File: src/rtl/sort_pkg.sv
// Shared definitions for the sort stream driver and sorting_top users:
// default geometry and the driver state encoding.
package sort_pkg;

  localparam int DEF_N       = 8;
  localparam int DEF_L       = 4;
  localparam int DEF_TIMEOUT = 4096;

  typedef enum logic [2:0] {
    S_LOAD    = 3'd0,
    S_START   = 3'd1,
    S_WAIT_LO = 3'd2,
    S_WAIT_HI = 3'd3,
    S_RD_REQ  = 3'd4,
    S_RD_CAP  = 3'd5,
    S_OUT     = 3'd6
  } sort_state_t;

endpackage

File: src/rtl/sort_stream_driver.sv
// Streams a block of D words into the sorter memory, starts the sort, and
// drains the sorted block downstream one word per three cycles.
//
//   state     | meaning
//   ----------+-----------------------------------------------------------
//   LOAD      | accept upstream words, write them at RAddr = cnt
//   START     | one-cycle start pulse, timeout counter cleared
//   WAIT_LO   | wait for done low (ignore stale done of previous block)
//   WAIT_HI   | wait for done high, then begin reading at address 0
//   RD_REQ    | Rd strobe at RAddr = cnt
//   RD_CAP    | capture DataOut into out_data, flag last word
//   OUT       | present word until out_ready
module sort_stream_driver
  import sort_pkg::*;
#(
  parameter int N       = DEF_N,
  parameter int L       = DEF_L,
  parameter int TIMEOUT = DEF_TIMEOUT
) (
  input  logic         clk,
  input  logic         rst,
  input  logic         in_valid,
  output logic         in_ready,
  input  logic [N-1:0] in_data,
  output logic         out_valid,
  input  logic         out_ready,
  output logic [N-1:0] out_data,
  output logic         out_last,
  output logic         WrInit,
  output logic         Rd,
  output logic [L-1:0] RAddr,
  output logic [N-1:0] DataIn,
  output logic         start,
  input  logic [N-1:0] DataOut,
  input  logic         done,
  output logic         busy,
  output logic         err
);

  localparam int          TW       = $clog2(TIMEOUT + 1);
  localparam logic [L-1:0] LAST_IDX = '1;
  localparam logic [TW-1:0] TMO_END = TW'(TIMEOUT - 1);

  sort_state_t   state;
  logic [L-1:0]  cnt;
  logic [TW-1:0] tmo;

  always_ff @(posedge clk) begin
    if (rst) begin
      state    <= S_LOAD;
      cnt      <= '0;
      tmo      <= '0;
      err      <= 1'b0;
      out_data <= '0;
      out_last <= 1'b0;
    end else begin
      case (state)
        S_LOAD: begin
          if (in_valid) begin
            cnt <= cnt + 1'b1;
            if (cnt == LAST_IDX) state <= S_START;
          end
        end
        S_START: begin
          tmo   <= '0;
          state <= S_WAIT_LO;
        end
        S_WAIT_LO: begin
          if (tmo == TMO_END) begin
            err   <= 1'b1;
            cnt   <= '0;
            state <= S_LOAD;
          end else begin
            tmo <= tmo + 1'b1;
            if (!done) state <= S_WAIT_HI;
          end
        end
        S_WAIT_HI: begin
          if (tmo == TMO_END) begin
            err   <= 1'b1;
            cnt   <= '0;
            state <= S_LOAD;
          end else begin
            tmo <= tmo + 1'b1;
            if (done) begin
              cnt   <= '0;
              state <= S_RD_REQ;
            end
          end
        end
        S_RD_REQ: state <= S_RD_CAP;
        S_RD_CAP: begin
          out_data <= DataOut;
          out_last <= (cnt == LAST_IDX);
          state    <= S_OUT;
        end
        S_OUT: begin
          if (out_ready) begin
            if (out_last) begin
              cnt   <= '0;
              state <= S_LOAD;
            end else begin
              cnt   <= cnt + 1'b1;
              state <= S_RD_REQ;
            end
          end
        end
        default: state <= S_LOAD;
      endcase
    end
  end

  // Strobes are gated by rst so the interface is quiet during the reset cycle.
  assign in_ready  = !rst && (state == S_LOAD);
  assign WrInit    = in_ready && in_valid;
  assign Rd        = !rst && (state == S_RD_REQ);
  assign start     = !rst && (state == S_START);
  assign out_valid = !rst && (state == S_OUT);
  assign busy      = !rst && (state != S_LOAD);
  assign RAddr     = (in_ready || Rd) ? cnt : '0;
  assign DataIn    = WrInit ? in_data : '0;

endmodule

File: config.mk
export PLATFORM = sky130hd
export DESIGN_NAME = sort_stream_driver
export DESIGN_NICKNAME = d
export VERILOG_FILES = /design/src/rtl/sort_pkg.sv /design/src/rtl/sort_stream_driver.sv
export SDC_FILE = /design/constraint.sdc
export NUM_CORES = 1
export LEC_CHECK = 0
export CAP_MARGIN = 20
export CORE_UTILIZATION = 30
export DETAILED_ROUTE_END_ITERATION = 8
export GPL_TIMING_DRIVEN = 0
export SETUP_SLACK_MARGIN = 0.2
export SLEW_MARGIN = 25
export SYNTH_ARGS = -nofsm -noshare
export SYNTH_HDL_FRONTEND = slang
export SYNTH_SLANG_ARGS = --single-unit
File: constraint.sdc
create_clock -name clk -period 5.32 [get_ports clk]
set_clock_uncertainty 0.05 [all_clocks]
set_input_delay 1.064 -clock clk [delete_from_list [all_inputs] [get_ports clk]]
set_output_delay 1.064 -clock clk [all_outputs]
set_load 0.02 [all_outputs]
Yosys cells after proc, flatten, opt, wreduce, memory -nomap -nowiden
Index checks and enable logic that the tools add are counted.
{ "totals": {"ff_bits": 30, "latch_bits": 0, "ramBits": 0, "romBits": 0, "input_bits": 21, "output_inout_bits": 28, "word_cells": 60, "mem_count": 0} }
{ "classes": {"n_addsub": 2, "n_mul": 0, "div": 0, "order_cmp": 0, "eq_ne": 15, "shift": 0, "n_mux": 20, "bitwise": 0, "n_reduce_logical": 17} }
{ "op_table": {"columns": ["cell", "count"], "rows": [
  ["4-bit 2-to-1 mux", 7],
  ["13-bit one-hot mux with 2 select lines", 1],
  ["3-bit 2-to-1 mux", 8],
  ["3-bit one-hot mux with 7 select lines", 1],
  ["4-bit one-hot mux with 4 select lines", 1],
  ["13-bit by 1-bit adder with 13-bit output (second input constant)", 1],
  ["13-bit by 12-bit equality test with 1-bit output (second input constant)", 1],
  ["13-bit 2-to-1 mux", 1],
  ["2-bit != test (second input constant)", 5],
  ["5-bit AND reduction", 2],
  ["3-bit equality test (second input constant)", 3],
  ["8-bit 2-to-1 mux", 1],
  ["3-bit by 2-bit equality test with 1-bit output (second input constant)", 2],
  ["1-bit logical AND", 6],
  ["3-bit != test (second input constant)", 2],
  ["4-bit by 1-bit adder with 4-bit output (second input constant)", 1],
  ["4-bit equality test (second input constant)", 1],
  ["2-bit AND reduction", 2],
  ["4-bit nonzero test", 1],
  ["3-bit by 1-bit equality test with 1-bit output (second input constant)", 1],
  ["3-bit zero test", 1],
  ["3-bit nonzero test", 1],
  ["2-bit nonzero test", 1],
  ["2-bit OR reduction", 1],
  ["2 further kinds", 2]
]} }

Longest topological paths before layout
Gate-level depths: netlist of run 1.
{ "logic_depth": {"word_depth": 4, "ltp_mapped": 7, "depth_no_buf": 5} }

Worst setup path before layout of run 1
OpenSTA, ideal clock, no wires.
{ "synth_path": {"path_kind": "input port to output port", "from": "input rst", "to": "output DataIn[0]", "arrival_ns": 2.499, "required_ns": 4.206, "setup_slack_ns": 1.707, "cell_stages": 2, "path_buffers": 0, "path_cell_list": "nor4_1 -> and3_1"} }
{ "synth_via": {"elab_chain_cells": 4} }
{ "synth_rtl": {"columns": ["item", "line_no", "source"], "rows": [
  ["start: declaration", "sort_stream_driver.sv:21", "input logic rst,"],
  ["1-bit zero test", "sort_stream_driver.sv:114", "assign in_ready = !rst && (state == S_LOAD);"],
  ["1-bit logical AND", "sort_stream_driver.sv:114", null],
  ["1-bit logical AND", "sort_stream_driver.sv:115", "assign WrInit = in_ready && in_valid;"],
  ["8-bit 2-to-1 mux", "sort_stream_driver.sv:121", "assign DataIn = WrInit ? in_data : '0;"],
  ["end: declaration", "sort_stream_driver.sv:32", "output logic [N-1:0] DataIn,"]
]} }
No other way between the ends.

Worst setup path after layout of run 1
{ "layout_path": {"from": "input rst", "to": "output busy"} }
{ "layout_via": {"elab_chain_cells": 2} }
{ "layout_rtl": {"columns": ["item", "line_no", "source"], "rows": [
  ["1-bit zero test", "sort_stream_driver.sv:119", "assign busy = !rst && (state != S_LOAD);"],
  ["1-bit logical AND", "sort_stream_driver.sv:119", null],
  ["end: declaration", "sort_stream_driver.sv:36", "output logic busy,"]
]} }
No other way between the ends.

==> results of run 1 <==
-- layout make-up --
type                    count  area [µm²]
fillers                   533        2850
multi-input cells         144         951
flip-flops and latches     30         601
repair buffers             48         480
well taps                  70        87.6
clock buffers               5        68.8
clock inverters             3        45.0
plain buffers               9        37.5
inverters                   6        22.5
-- power by group through the flow --
stage          clock network (mW)  logic [mW]  registers [mW]
2_1_floorplan                   0       0.153           0.257
3_3_place_gp                    0       0.240           0.259
3_5_place_dp                    0       0.243           0.260
4_1_cts                     0.241       0.243           0.255
5_1_grt                     0.250       0.267           0.258
6_report                    0.236       0.243           0.255
-- through the flow --
step / hold WS, ps / cell area [µm²] / instances
finish: 426 / 2290 / 315
global route: 470 / 2290 / 315
CTS: 430 / 2290 / 315
detailed placement: 420 / 2180 / 307
global placement: 407 / 2170 / 307
floorplan: 396 / 1610 / 189
-- metal layers --
layer / up-vias / global-route usage
met3: 5 / 0.0535
met4: 0 / 0.0370
li1: 815 / -
met2: 51 / 0.241
met5: - / 0
met1: 719 / 0.189
-- cells by family after synthesis --
group / after synthesis
buf+inv: 15
flops: 30
mux: 8
simple gates: 86
xor+xnor: 2
compound gates: 46
fa+ha+maj: 2
-- registers in the layout, summed over array words and instances (netlist names) --
signal and count:
tmo 13, out_data 8, cnt 4, state 3, err 1, out_last 1
-- layout by cell type, fill, tap and decap left out, drive strengths merged, types with 2 or more instances in the layout --
cell type	Yosys	layout
clkbuf	6	11
nor3	5	5
o21a	2	2
buf	3	3
nand4	4	4
o22ai	3	3
inv	6	6
and2	9	9
nand2	8	8
o21ai	6	6
o31ai	5	5
or4	7	7
ha	2	2
mux2i	8	8
nor2	17	17
o211ai	3	3
and4b	2	2
clkinvlp	0	2
clkdlybuf4s50	0	48
or3	5	5
and3	9	9
nor3b	3	3
nor4	3	3
a21oi	16	16
dfxtp	30	30
a32o	2	2
nand3	5	5
nor2b	5	5
-- synthesized netlist by cell type, types with 2 or more instances --
library cell,instances
sky130_fd_sc_hd__nor3b_1,3
sky130_fd_sc_hd__nand2_1,8
sky130_fd_sc_hd__o21a_1,2
sky130_fd_sc_hd__o22ai_1,3
sky130_fd_sc_hd__nor2b_1,5
sky130_fd_sc_hd__dfxtp_1,30
sky130_fd_sc_hd__or4_1,6
sky130_fd_sc_hd__buf_2,3
sky130_fd_sc_hd__and3_1,9
sky130_fd_sc_hd__ha_1,2
sky130_fd_sc_hd__clkbuf_1,6
sky130_fd_sc_hd__or3_1,5
sky130_fd_sc_hd__nand4_1,3
sky130_fd_sc_hd__and4b_1,2
sky130_fd_sc_hd__a32o_1,2
sky130_fd_sc_hd__nor4_1,2
sky130_fd_sc_hd__nand3_1,5
sky130_fd_sc_hd__inv_1,6
sky130_fd_sc_hd__mux2i_1,8
sky130_fd_sc_hd__o21ai_0,5
sky130_fd_sc_hd__and2_1,9
sky130_fd_sc_hd__o211ai_1,3
sky130_fd_sc_hd__nor3_1,5
sky130_fd_sc_hd__o31ai_1,5
sky130_fd_sc_hd__nor2_1,17
sky130_fd_sc_hd__a21oi_1,16
-- worst min-delay path, delay by kind of cell (launching register included) --
kind / cells / cell delay, ps
and+or+nand+nor: 1 / 60
DFF: 1 / 320
AOI/OAI and AO/OA: 1 / 50
-- path summary, 6_finish.rpt --
kind                  startpoint  slack [ps]                    end  cells past startpoint
max                          rst        1100                   busy                      5
min          tmo[1]$_SDFFE_PP0P_         430    tmo[1]$_SDFFE_PP0P_                      2
max reg2reg  tmo[0]$_SDFFE_PP0P_        3230  state[1]$_SDFFE_PP0P_                      5
min reg2reg  tmo[1]$_SDFFE_PP0P_         430    tmo[1]$_SDFFE_PP0P_                      2
==> qor.yml, run 1 <==
grt:
  grt_util_all_layers: 0.149
  grt_overflow: 0
  antenna_found_initial: 0
  grt_max_degree: 12
  grt_pass1_wl_um: 6480
  first_global_vias: 1504
sta:
  timing_hold_violations_final: 0
  timing.setup.tns_ps: 0
  post_layout_worst_setup_margin_ps: 1100
  min_period_over_period: 0.793
  period_minus_ws_final_ps: 4220
  slew_headroom: 0.464
  finalSetupViolations: 0
  unrepaired_setup_endpoints_after_global_routing: "no"
  fmaxAchievable_mhz: 237
  timing.final.max_slew_violations: 0
  timing_worst_slew_pin_value_ps: 796
synth:
  synth_xor_xnor_area_share: 0.0109
  synth_cell_types: 45
  synthDominantCellAreaShare: 0.374
  syn_area_per_cell_um2: 8.49
  synthMuxAreaShare: 0.0499
  syn_area_mm2: 0.00161
  synth_top_flop_cell: "sky130_fd_sc_hd__dfxtp_1"
  ys_async_rst_share: 0
  yosys.area_share.adder: 0.0156
  yosysWarnings: 0
  postSynthRegisterBits: 30
  synth-edff-count: 0
  post_synth_and_or_nand_nor_area_fraction: 0.319
  synth_top_family_by_area: "simple AND/OR/NAND/NOR gates"
  synth-seq-area-share: 0.374
  synth.top_cells.by_area: "sky130_fd_sc_hd__dfxtp_1 37%, sky130_fd_sc_hd__a21oi_1 5.0%, sky130_fd_sc_hd__mux2i_1 5.0%, sky130_fd_sc_hd__nor2_1 4.0%, sky130_fd_sc_hd__and2_1 3.5%"
  syn-instance-count: 189
  complex_gate_fraction_of_the_synthesized_area: 0.193
  biggest_area_consumer_among_synthesized_cells: "sky130_fd_sc_hd__dfxtp_1"
  syn-num-nets: 212
routing:
  drt_first_iter_violations: 91
  routed-via-count: 1590
  route.detailed.wl_per_inst_um: 12.6
  detail_route.wirelength_um: 3970
  drt-pass1-iter-count: 4
  via_per_instance_ratio: 5.05
  wl_on_met1_um: 1890
  top_signal_layer_used: "met4"
  remaining_drc_errors: 0
  met3_length_um: 285
  route.antenna.remaining_nets: 0
  route.met2.wl_um: 1750
power:
  share_clk_of_total_power: 0.321
  power.share.combinational: 0.331
  p_leak_nw: 0.836
  max-vdd-ir-drop_uv: 146
  switching_power_share_of_the_total: 0.332
  netSwitchingPower_mw: 0.243
  design_power_total_mw: 0.733
  power_frac_seq: 0.347
  cellPowerDensity_mw_per_mm2: 319
  internal-power_mw: 0.490
setup_path:
  path_cells: "clkdlybuf4s50_1 -> clkbuf_1 -> clkbuf_1 -> nor2_1 -> clkdlybuf4s50_1"
  critPathRequiredTime_ps: 4210
  crit_path_max_incr_delay_ps: 570
  crit_arrival_ps: 3100
  critical_path_peak_fanout: 10
  critical_path_buf_inv_count: 4
  worstSetupStartpointType: "primary input"
  critPathTopFamily: "buffers and inverters"
  worstSetupPathType: "primary input to primary output"
  timing.critical_path.slowest_stage_cell: "sky130_fd_sc_hd__clkdlybuf4s50_1"
  worst_setup_path_end_kind: "primary output"
run_status:
  outcome: "finished, final reports clean"
place:
  hpwl_um: 2900
  globalplace.congestion: 0.792
  pre_cts_ws_ps: 1030
  place.port_buffers: 48
floorplan:
  io-pin-count: 49
  design.die.area_mm2: 0.00565
  core.rowCount: 26
  initial_cell_density_of_the_core: 0.312
  chipHeight_um: 75.2
  core_area_mm2: 0.00514
  dieWidth_um: 75.2
clocking:
  cts-buffers-inserted: 5
  hold_buffers: 0
  ctsHtreeMaxLevel: 2
  cts-resized-gates: 0
  postCtsSetupRepairBufs: 0
  cts_num_sinks: 30
  clock_tree_from_tritoncts: "yes"
  cts-root-buf: "sky130_fd_sc_hd__clkbuf_8"
  insertion_delay_ps: 290
  clk_pin_slew_worst_paths_ps: 70
  clockBufferDepth: 2
finish:
  area_growth_pct: 42.9
  final_core_util: 0.446
  finalNetCount: 267
  fraction_of_layout_instances_using_a_drive_strength_above_1: 0.0735
  diodes: 0
flow_run:
  maxCapViolations: 0
hold_path:
  min-delay-path-class: "flop to flop"
Note: power is estimated with default switching activity, not from simulation.
==> inputs of run 2 (changes only) <==
==> constraint.sdc (replaced) <==
create_clock -name clk -period 3.9 [get_ports clk]
set_clock_uncertainty 0.05 [all_clocks]
set_input_delay 0.78 -clock clk [delete_from_list [all_inputs] [get_ports clk]]
set_output_delay 0.78 -clock clk [all_outputs]
set_load 0.02 [all_outputs]
==> run 2 against run 1 <==
Global-route usage is the same. Hold slack hardly changed. Final cell count unchanged. Critical path type unchanged. Register-to-register slack got worse by 1400 ps. Routed wire length shrank 0.23%. Clock power increased by 36%.
==> qor.yml, run 2 (synthesized netlist as in run 1, its figures left out) <==
run_status:
  outcome: "finished, final reports clean"
floorplan:
  io-pin-count: 49
  design.die.area_mm2: 0.00565
  core.rowCount: 26
  core_area_mm2: 0.00514
  dieWidth_um: 75.2
  chipHeight_um: 75.2
  initial_cell_density_of_the_core: 0.312
place:
  place.port_buffers: 48
  placed_area_mm2: 0.00218
  hpwl_um: 2900
  globalplace.congestion: 0.792
setup_path:
  reg2reg_depth: 5
  worstSetupPathType: "primary input to primary output"
  minimum_setup_slack_among_reg_to_reg_paths_ps: 1810
  crit_arrival_ps: 2710
  critical_path_peak_fanout: 10
  timing.rr.end: "state[1]$_SDFFE_PP0P_"
  worstSetupStartpointType: "primary input"
  worst_setup_path_end_kind: "primary output"
  reg2reg_from: "tmo[0]$_SDFFE_PP0P_"
  critPathRequiredTime_ps: 3070
clocking:
  insertion_delay_ps: 290
  hold_buffers: 0
  clockBufferDepth: 2
  ctsHtreeMaxLevel: 2
  cts-buffers-inserted: 5
  postCtsSetupRepairBufs: 0
  cts_num_sinks: 30
  clk_pin_slew_worst_paths_ps: 70
  cts-root-buf: "sky130_fd_sc_hd__clkbuf_8"
  clock_tree_from_tritoncts: "yes"
finish:
  fraction_of_layout_instances_using_a_drive_strength_above_1: 0.0776
  most_used_cells_in_the_layout_excluding_fill_and_tap_cells: "48 x sky130_fd_sc_hd__clkdlybuf4s50_1, 30 x sky130_fd_sc_hd__dfxtp_1, 17 x sky130_fd_sc_hd__nor2_1"
  final_design_area_no_fill_mm2: 0.00229
  num-fill-cells: 533
  regMostFlops: "tmo"
  diodes: 0
  largest_register_ff_count: 13
  reg_top3: "tmo (13), out_data (8), cnt (4)"
  multiInputGateArea_um2: 951
  final_core_util: 0.446
  area_growth_pct: 42.9
  finalNetCount: 267
  layout.cells.most_common: "sky130_fd_sc_hd__clkdlybuf4s50_1"
  regArea_um2: 601
sta:
  fmaxAchievable_mhz: 282
  min_period_over_period: 0.908
  period_minus_ws_final_ps: 3540
  timing_hold_violations_final: 0
  timing.final.max_slew_violations: 0
  timing.setup.tns_ps: 0
  slew_headroom: 0.462
  timing_worst_slew_pin_value_ps: 798
  finalSetupViolations: 0
  unrepaired_setup_endpoints_after_global_routing: "yes"
routing:
  route.detailed.wl_per_inst_um: 12.6
  detail_route.wirelength_um: 3960
  route.antenna.remaining_nets: 0
  remaining_drc_errors: 0
  routed-via-count: 1595
  drt-pass1-iter-count: 5
  drt_first_iter_violations: 94
  via_per_instance_ratio: 5.06
hold_path:
  min-delay-path-class: "flop to flop"
  hold_path.startpoint: "tmo[1]$_SDFFE_PP0P_"
  worst_hold_path.num_cells: 2
  hold_path_end: "tmo[1]$_SDFFE_PP0P_"
grt:
  grt_overflow: 0
  grt_max_degree: 12
  first_global_vias: 1504
  grt_util_all_layers: 0.149
  antenna_found_initial: 0
  grt_pass1_wl_um: 6480
power:
  cellPowerDensity_mw_per_mm2: 436
  max-vdd-ir-drop_uv: 199
  p_leak_nw: 0.839
flow_run:
  maxCapViolations: 0
==> run 2: where the power goes <==
| group | leakage [nW] | internal (mW) | switching (mW) |
|---|---|---|---|
| registers | 0.242 | 0.329 | 0.0186 |
| clock network | 0.0504 | 0.190 | 0.131 |
| logic | 0.547 | 0.149 | 0.182 |
==> run 2: area by class of cell <==
cell class / count / area share
repair buffers: 48 / 0.209
clock buffers: 5 / 0.0300
inverters: 6 / 0.00981
multi-input cells: 144 / 0.414
flip-flops and latches: 30 / 0.262
clock inverters: 3 / 0.0196
plain buffers: 9 / 0.0169
well taps: 70 / 0.0382
==> run 2: through the flow <==
stage / total power, mW / hold slack, ps / cells / setup slack [ps]
after floorplan: 0.560 / 396 / 189 / 855
after global placement: 0.681 / 407 / 307 / -14.8
after detailed placement: 0.685 / 420 / 307 / 177
after CTS: 1.01 / 430 / 315 / 332
after global routing: 1.06 / 470 / 315 / 191
final: 1.00 / 426 / 315 / 359
==> run 2: routing by layer <==
metal	wire length, µm	up-vias	global-route usage
li1	-	817	-
met3	297	5	0.0535
met1	1880	720	0.189
met5	0	-	0
met4	38	0	0.0370
met2	1740	53	0.241
==> run 2: worst max-delay path: stages <==
cell and delay, ps:
sky130_fd_sc_hd__clkdlybuf4s50_1 500, sky130_fd_sc_hd__nor4_2 570, sky130_fd_sc_hd__and3_1 250, sky130_fd_sc_hd__clkdlybuf4s50_1 600
==> run 2: worst max-delay path by stage <==
stage	startpoint	end
2_1_floorplan	rst	DataIn[0]
3_3_place_gp	rst	DataIn[1]
3_5_place_dp	rst	busy
4_1_cts	rst	busy
5_1_grt	rst	DataIn[2]
6_report	rst	DataIn[2]
==> run 2: timing repair <==
action,CTS,global route
resized for setup,1,0
pin swaps,0,0
endpoints found under the setup margin,2,1
gates cloned,0,0
==> inputs of run 3 (changes only) <==
--- a/config.mk
+++ b/config.mk
@@ -8,6 +8,7 @@
 export CAP_MARGIN = 20
 export CORE_UTILIZATION = 30
 export DETAILED_ROUTE_END_ITERATION = 8
+export GPL_ROUTABILITY_DRIVEN = 0
 export GPL_TIMING_DRIVEN = 0
 export SETUP_SLACK_MARGIN = 0.2
 export SLEW_MARGIN = 25
==> results of run 3 <==
Same layout as run 2: the final DEF is identical, and so are final timing and power.
